===== src/rtl/usb_tx_arbiter.sv =====
// rtl/usb_tx_arbiter.sv - shares one USB transmitter between handshake and data requesters
module usb_tx_arbiter #(
  parameter int GAP_CYCLES     = 16,
  parameter int TIMEOUT_CYCLES = 4095
) (
  input  logic       clk,
  input  logic       rst,
  input  logic       hs_req,
  input  logic       hs_type,
  output logic       hs_gnt,
  output logic       hs_done,
  input  logic       data_req,
  input  logic [6:0] data_size,
  output logic       data_gnt,
  output logic       data_done,
  output logic       data_get,
  output logic [1:0] tx_packet,
  output logic [6:0] tx_packet_data_size,
  input  logic       get_tx_packet,
  input  logic       tx_done,
  output logic       busy,
  output logic       timeout_err
);

  typedef enum logic [1:0] {
    S_IDLE,
    S_ISSUE,
    S_WAIT_DONE,
    S_GAP
  } state_t;

  localparam logic [11:0] LP_TIMEOUT  = 12'(TIMEOUT_CYCLES);
  localparam logic [7:0]  LP_GAP_LAST = 8'(GAP_CYCLES - 1);

  localparam logic [1:0] LP_PKT_NONE = 2'b00;
  localparam logic [1:0] LP_PKT_DATA = 2'b01;
  localparam logic [1:0] LP_PKT_ACK  = 2'b10;
  localparam logic [1:0] LP_PKT_NAK  = 2'b11;

  // owner encoding: 0 = handshake responder, 1 = endpoint data path
  state_t      r_state;
  logic        r_owner_data;
  logic [11:0] r_wdog;
  logic [7:0]  r_gap;
  logic [6:0]  r_size;
  logic [1:0]  r_tx_packet;
  logic        r_hs_gnt;
  logic        r_hs_done;
  logic        r_data_gnt;
  logic        r_data_done;
  logic        r_timeout_err;

  state_t      w_state_nxt;
  logic        w_owner_data_nxt;
  logic [11:0] w_wdog_nxt;
  logic [7:0]  w_gap_nxt;
  logic [6:0]  w_size_nxt;
  logic [1:0]  w_tx_packet_nxt;
  logic        w_hs_gnt_nxt;
  logic        w_hs_done_nxt;
  logic        w_data_gnt_nxt;
  logic        w_data_done_nxt;
  logic        w_timeout_err_nxt;

  // next-state and next-output decode; every output pulse is computed one cycle ahead
  always_comb begin
    w_state_nxt       = r_state;
    w_owner_data_nxt  = r_owner_data;
    w_wdog_nxt        = r_wdog;
    w_gap_nxt         = r_gap;
    w_size_nxt        = r_size;
    w_tx_packet_nxt   = LP_PKT_NONE;
    w_hs_gnt_nxt      = 1'b0;
    w_hs_done_nxt     = 1'b0;
    w_data_gnt_nxt    = 1'b0;
    w_data_done_nxt   = 1'b0;
    w_timeout_err_nxt = 1'b0;

    unique case (r_state)
      S_IDLE: begin
        if (hs_req) begin
          w_owner_data_nxt = 1'b0;
          w_tx_packet_nxt  = hs_type ? LP_PKT_NAK : LP_PKT_ACK;
          w_hs_gnt_nxt     = 1'b1;
          w_state_nxt      = S_ISSUE;
        end else if (data_req) begin
          w_owner_data_nxt = 1'b1;
          w_size_nxt       = data_size;
          w_tx_packet_nxt  = LP_PKT_DATA;
          w_data_gnt_nxt   = 1'b1;
          w_state_nxt      = S_ISSUE;
        end
      end

      S_ISSUE: begin
        w_wdog_nxt  = 12'd0;
        w_state_nxt = S_WAIT_DONE;
      end

      S_WAIT_DONE: begin
        // completion wins over a watchdog expiry on the same edge
        if (tx_done) begin
          w_hs_done_nxt   = ~r_owner_data;
          w_data_done_nxt = r_owner_data;
          w_gap_nxt       = 8'd0;
          w_state_nxt     = S_GAP;
        end else if (r_wdog == LP_TIMEOUT) begin
          w_timeout_err_nxt = 1'b1;
          w_gap_nxt         = 8'd0;
          w_state_nxt       = S_GAP;
        end else begin
          w_wdog_nxt = r_wdog + 12'd1;
        end
      end

      S_GAP: begin
        if (r_gap == LP_GAP_LAST) begin
          w_state_nxt = S_IDLE;
        end else begin
          w_gap_nxt = r_gap + 8'd1;
        end
      end

      default: begin
        w_state_nxt = S_IDLE;
      end
    endcase
  end

  // state, counters, latched size and registered outputs
  always_ff @(posedge clk or posedge rst) begin
    if (rst) begin
      r_state       <= S_IDLE;
      r_owner_data  <= 1'b0;
      r_wdog        <= 12'd0;
      r_gap         <= 8'd0;
      r_size        <= 7'd0;
      r_tx_packet   <= LP_PKT_NONE;
      r_hs_gnt      <= 1'b0;
      r_hs_done     <= 1'b0;
      r_data_gnt    <= 1'b0;
      r_data_done   <= 1'b0;
      r_timeout_err <= 1'b0;
    end else begin
      r_state       <= w_state_nxt;
      r_owner_data  <= w_owner_data_nxt;
      r_wdog        <= w_wdog_nxt;
      r_gap         <= w_gap_nxt;
      r_size        <= w_size_nxt;
      r_tx_packet   <= w_tx_packet_nxt;
      r_hs_gnt      <= w_hs_gnt_nxt;
      r_hs_done     <= w_hs_done_nxt;
      r_data_gnt    <= w_data_gnt_nxt;
      r_data_done   <= w_data_done_nxt;
      r_timeout_err <= w_timeout_err_nxt;
    end
  end

  assign hs_gnt              = r_hs_gnt;
  assign hs_done             = r_hs_done;
  assign data_gnt            = r_data_gnt;
  assign data_done           = r_data_done;
  assign tx_packet           = r_tx_packet;
  assign tx_packet_data_size = r_size;
  assign timeout_err         = r_timeout_err;
  assign busy                = (r_state != S_IDLE);
  // byte fetches reach the data source only while its own packet is on the wire
  assign data_get            = get_tx_packet & r_owner_data & (r_state == S_WAIT_DONE);

endmodule

===== config.mk =====
export PLATFORM = sky130hd
export DESIGN_NAME = usb_tx_arbiter
export DESIGN_NICKNAME = d
export VERILOG_FILES = /design/src/rtl/usb_tx_arbiter.sv
export SDC_FILE = /design/constraint.sdc
export NUM_CORES = 1
export LEC_CHECK = 0
export CORE_MARGIN = 2
export CORE_UTILIZATION = 45
export CTS_BUF_LIST = sky130_fd_sc_hd__clkbuf_4 sky130_fd_sc_hd__clkbuf_8 sky130_fd_sc_hd__clkbuf_16
export DETAILED_ROUTE_END_ITERATION = 16
export GPL_TIMING_DRIVEN = 0
export HOLD_SLACK_MARGIN = 0.03
export MAX_ROUTING_LAYER = met4
export PLACE_DENSITY = 0.74
export SYNTH_ARGS = -nofsm -noshare
export SYNTH_HDL_FRONTEND = slang
export SYNTH_SLANG_ARGS = --single-unit

===== constraint.sdc =====
create_clock -name clk -period 1.67 [get_ports clk]
set_input_delay 0.2505 -clock clk [delete_from_list [all_inputs] [get_ports clk]]
set_output_delay 0.2505 -clock clk [all_outputs]
set_load 0.05 [all_outputs]

---- Word-level counts from Yosys, hierarchy flattened ----
Index checks and enable logic that the tools add are counted.
cells by class
  bitwise gates (word level) .............. 4
  muxes and demuxes ....................... 31
  equal/unequal tests ..................... 11
  $add $sub $neg .......................... 2
  reduce and logical (&&, ||, !) cells .... 10
operators by type and width
  kind                                                                    count
  12-bit two-way mux                                                      2
  8-bit two-way mux                                                       3
  12-bit one-hot mux with 2 select lines                                  1
  1-bit two-way mux                                                       16
  8-bit one-hot mux with 2 select lines                                   1
  2-bit two-way mux                                                       7
  12-bit by 1-bit adder with 12-bit output (second input constant)        1
  12-bit equality test (second input constant)                            1
  3-bit AND reduction                                                     4
  8-bit by 1-bit adder with 8-bit output (second input constant)          1
  8-bit by 4-bit equality test with 1-bit output (second input constant)  1
  2-bit inequality test (second input constant)                           4
  2-bit one-hot mux with 4 select lines                                   1
  2-bit nonzero test                                                      4
  3-bit inequality test (second input constant)                           2
  2-bit equality test (second input constant)                             2
  1-bit AND                                                               2
  2-bit by 1-bit equality test with 1-bit output (second input constant)  1
  2-bit logical NOT                                                       1
  1-bit NOT                                                               2
  2-bit AND reduction                                                     1
storage, ports and cells
  word-level logic and storage cells ...... 69
  output and inout port bits .............. 16
  flip-flop bits (word level) ............. 37

---- Longest topological paths before layout ----
  depth after elaboration ................. 4
  depth in mapped cells ................... 7
  mapped depth without buffers ............ 6

---- Least setup slack after synthesis ----
OpenSTA, ideal clock, no wires.
  kind .................................... reg2reg
  start ................................... register r_state[0]
  end ..................................... register r_state[1]
  library setup time ...................... 0.125 ns
  slack ................................... -0.131 ns
  cell stages (with the launch flop) ...... 7
  data arrival time ....................... 1.676 ns
  path buffers ............................ 0
  cell sequence ........................... dfrtp_1 inv_1 ha_1 inv_1 or3_1 o211ai_2 mux2_4
on the way
  cells in the longest elaborated chain, start to end .. 3
RTL lines
  item                                                                                    line  text
  start: declaration                                                                      41    state_t r_state;
  start signal: assignment                                                                145   r_state <= w_state_nxt;
  2-bit equality test / 2-bit logical NOT (equally long branches)                         79    unique case (r_state)
  3-bit inequality test (no source line) / 2-bit inequality test (equally long branches)  -
  3-bit AND reduction (no source line)                                                    -
Several ways; a longest one is shown, not always the timed one.
A chain may end at the register's enable or synchronous reset.

---- Final worst setup path ----
  start ................................... register r_wdog[1]
  end ..................................... register r_state[1]
on the way
  cells in the longest elaborated chain, start to end .. 3
RTL lines
  item                                    line  text
  start: declaration                      43    logic [11:0] r_wdog;
  start signal: assignment                147   r_wdog <= w_wdog_nxt;
  12-bit equality test                    107   end else if (r_wdog == LP_TIMEOUT) begin
  3-bit inequality test (no source line)  -
  3-bit AND reduction (no source line)    -
No other way between the ends.

==> impl_metrics.ini <==
[worst_setup_path]
rr_endpoint = r_state[1]
timing.setup.critical_path_class = register to register
reg2reg_slack_ns = 0.02
critical_path_end_type = register
cp.arrival_ns = 1.82
worstRegToRegCells = 5
path_cells = ha_4 -> and4_4 -> and4_4 -> o211ai_2 -> mux2_4
cp_capture_point = r_state[1]
crit_fanout = 4
path_common_cell = and4_4
worstReg2RegStart = r_wdog[1]
cp_data_required_time_ns = 1.84
timing.critical_path.slowest_cell_delay_ns = 0.42
cp-startpoint = r_wdog[1]
critical_path.slowest_cell = dfrtp_1
cp-start-kind = register

[status]
outcome = complete, no violations

[timing]
fmax_mhz = 607.9
timing_max_transition_violations_final = 0
fin_worst_skew_ns = 0.006056
timing_hold_violations_final = 0
final.setup.tns_ns = 0
setup_viol = 0
postLayoutSetupSlackWorst_ns = 0.02497
rsz0062_at_grt = yes
post-route-min-period_ns = 1.645
maxSlewHeadroom_pct = 50.86
worst-slew-pin-transition_ns = 0.7360
fin_hold_ws_ns = 0.3925
min_period_over_period_pct = 98.50

[route]
remaining_drc_errors = 0
detail_route.first_pass.iterations = 4
violation_count_after_the_first_detailed_route_iteration = 135
wl_per_cell_um = 14.00
vias_per_cell = 5.551
postRouteWirelength_mm = 4.087
drt.antenna.violating_nets = 0
count_of_vias_placed_by_the_detailed_router = 1621

[synth]
ys_seq_elements = 36
main_combinational_cell_family_by_area_after_synthesis = simple AND/OR/NAND/NOR gates
syn_inst = 195
synthXorXnorAreaFrac_pct = 0
synth-edff-count = 0
complex_gate_fraction_of_the_synthesized_area_pct = 13.50
dominantRegCellSynth = dfrtp_1
synthDistinctLibCells = 50
syn-mean-instance-area_um2 = 9.791
post_synth_fa_ha_maj_area_fraction_pct = 3.932
synth.yosys.seq_area_share_pct = 47.18
synth-simple-area-share_pct = 25.95
synth_nets = 215
synth_warnings = 0
share_of_synthesized_registers_carrying_an_async_set_or_reset_pct = 100.0
synth_mux_area_share_pct = 5.505
syn_area_um2 = 1909

[power_and_ir_drop]
power_density_nw_per_um2 = 1486
combinationalPowerShare_pct = 49.9
peakVddDrop_v = 0.001072
power.static_leakage_nw = 1.365
share_seq_of_total_power_pct = 33.1
power.internal_mw = 2.164
p_sw_mw = 1.641
power.share.switching_pct = 43.13
share_clk_of_total_power_pct = 16.9

[place]
detailed_place_hpwl_mm = 2.580
portBuffers = 29
gpl.final_weighted_congestion = 0.8395
placed_area_um2 = 2262
pre_cts_slack_ns = -0.4255

[clock_tree]
worst_skew_pair.late_latency_ns = 0.29
ctsLongestPathBuffers = 2
clock_tree_from_tritoncts = done
hold_buffers = 0
numCtsBuffers = 5
clock_tree.htree_level_count = 2
cts.sink_count = 36
clk_transition_reported_paths_ns = 0.07
root_buffer = clkbuf_8

[run]
drv_cap = 0

[die]
fp.coreArea_um2 = 4029
io-pin-count = 30
overall_die_area_um2 = 4780
start_util_pct = 47.39
rows = 23
vertical_extent_of_the_die_um = 69.14
dieWidth_um = 69.14

[finish]
final_cell_mix = nand2_1, dfrtp_1, clkdlybuf4s50_1
layout_commonest_cell = nand2_1
antenna_cells_inserted = 0
nNetsFinal = 261
design_area_um2 = 2561
share_of_cells_above_drive_strength_1_pct = 22.73
syn_to_final_growth_pct = 34.14

[global_route]
grt_remaining_overflow = 0
grt.total_usage_pct = 18.27
grt_start_max_net_pins = 37
grt_first_pass_wirelength_mm = 6.913
grt_antenna_before_repair = 0
first_global_vias = 1514

[worst_hold_path]
worstHoldPathType = input port to asynchronous set/reset pin
-- final cells by class --
| class | count | area [um^2] |
|---|---|---|
| buffer | 8 | 67.56 |
| clock buffer | 6 | 82.58 |
| clock inverter | 2 | 10.01 |
| fill | 331 | 1468 |
| inverter | 6 | 23.77 |
| multi-input combinational | 144 | 1049 |
| sequential | 36 | 902.1 |
| tap | 50 | 62.56 |
| timing repair buffer | 40 | 364.1 |
-- synth_stat cells, types with 2 or more instances --
library cell   n  area (um^2)
nand3b_1       2        15.01
a211o_1        5        43.79
a221o_1        2        20.02
and3_1         8        50.05
nand4b_1       2        17.52
mux2i_1        9        90.09
a21oi_1        4        20.02
nor2b_1        3        18.77
buf_4          2        15.01
buf_2          2        10.01
o21ai_0        4        20.02
ha_1           6        75.07
or3_1          2        12.51
nand3_1       10        50.05
nand4_1        2        12.51
clkbuf_1       2        7.510
dfrtp_1       36        900.9
and4_4         3        33.78
nor2_1         9        33.78
nand2b_1       4        25.02
nor3_1         4        20.02
inv_1          5        18.77
nand2_1       39        146.4
a2111oi_0      2        17.52
and2_1         3        18.77
-- metrics by stage --
step                power (mW)  utilization, %  std cells
finish                   3.805           63.57        292
global route             4.039           63.57        292
CTS                      3.660           60.53        286
detailed placement       2.987           56.15        274
global placement         2.971           56.15        274
floorplan                2.491               -        195
-- state kept, by name (all words and copies together), names as in the netlist --
name,count
tx_packet_data_size,7
timeout_err,1
r_state,2
r_gap,8
hs_gnt,1
hs_done,1
r_owner_data,1
data_done,1
data_gnt,1
tx_packet,1
r_wdog,12
-- power by group through the flow --
stage	registers (mW)	logic (mW)	clock network, mW
floorplan	1.60	0.889	0
global placement	1.25	1.72	0
detailed placement	1.25	1.73	0
CTS	1.25	1.76	0.654
global route	1.29	2.06	0.694
finish	1.26	1.90	0.645
-- worst min path at each step --
stage	end	cells past startpoint	slack, ns
3_5_place_dp	hs_done	1	0.45
3_3_place_gp	hs_done	1	0.46
6_report	tx_packet_data_size[5]	2	0.39
2_1_floorplan	tx_packet_data_size[0]	2	0.36
5_1_grt	tx_packet_data_size[6]	2	0.48
4_1_cts	tx_packet_data_size[5]	2	0.43
-- metal layers --
| layer | GRT usage, % | vias to the layer above | wire [um] |
|---|---|---|---|
| li1 | - | 788 | - |
| met1 | 23.94 | 774 | 1918 |
| met2 | 27.99 | 53 | 1901 |
| met3 | 4.825 | 6 | 213 |
| met4 | 5.447 | 0 | 54 |
| met5 | - | - | 0 |
-- kinds of logic (layout without fill, tap and decap cells) --
group	Yosys count	after routing
compound gates	32	32
flops	36	36
fa+ha+maj	6	6
mux	10	10
buf+inv	15	62
simple gates	96	96
-- what timing repair did --
item,CTS,global route
cloned,0,1
pin swaps,2,9
setup endpoints to repair,29,30
setup buffers,4,6
gates resized for setup,41,22
-- critical path: cells and delay by family, from the launching register on --
family,cells,cell delay [ns]
adders and majority gates,1,0.19
muxes,1,0.32
DFF,1,0.42
and+or+nand+nor,2,0.40
AOI/OAI and AO/OA,1,0.20
Power figures use the tool's default switching activity.
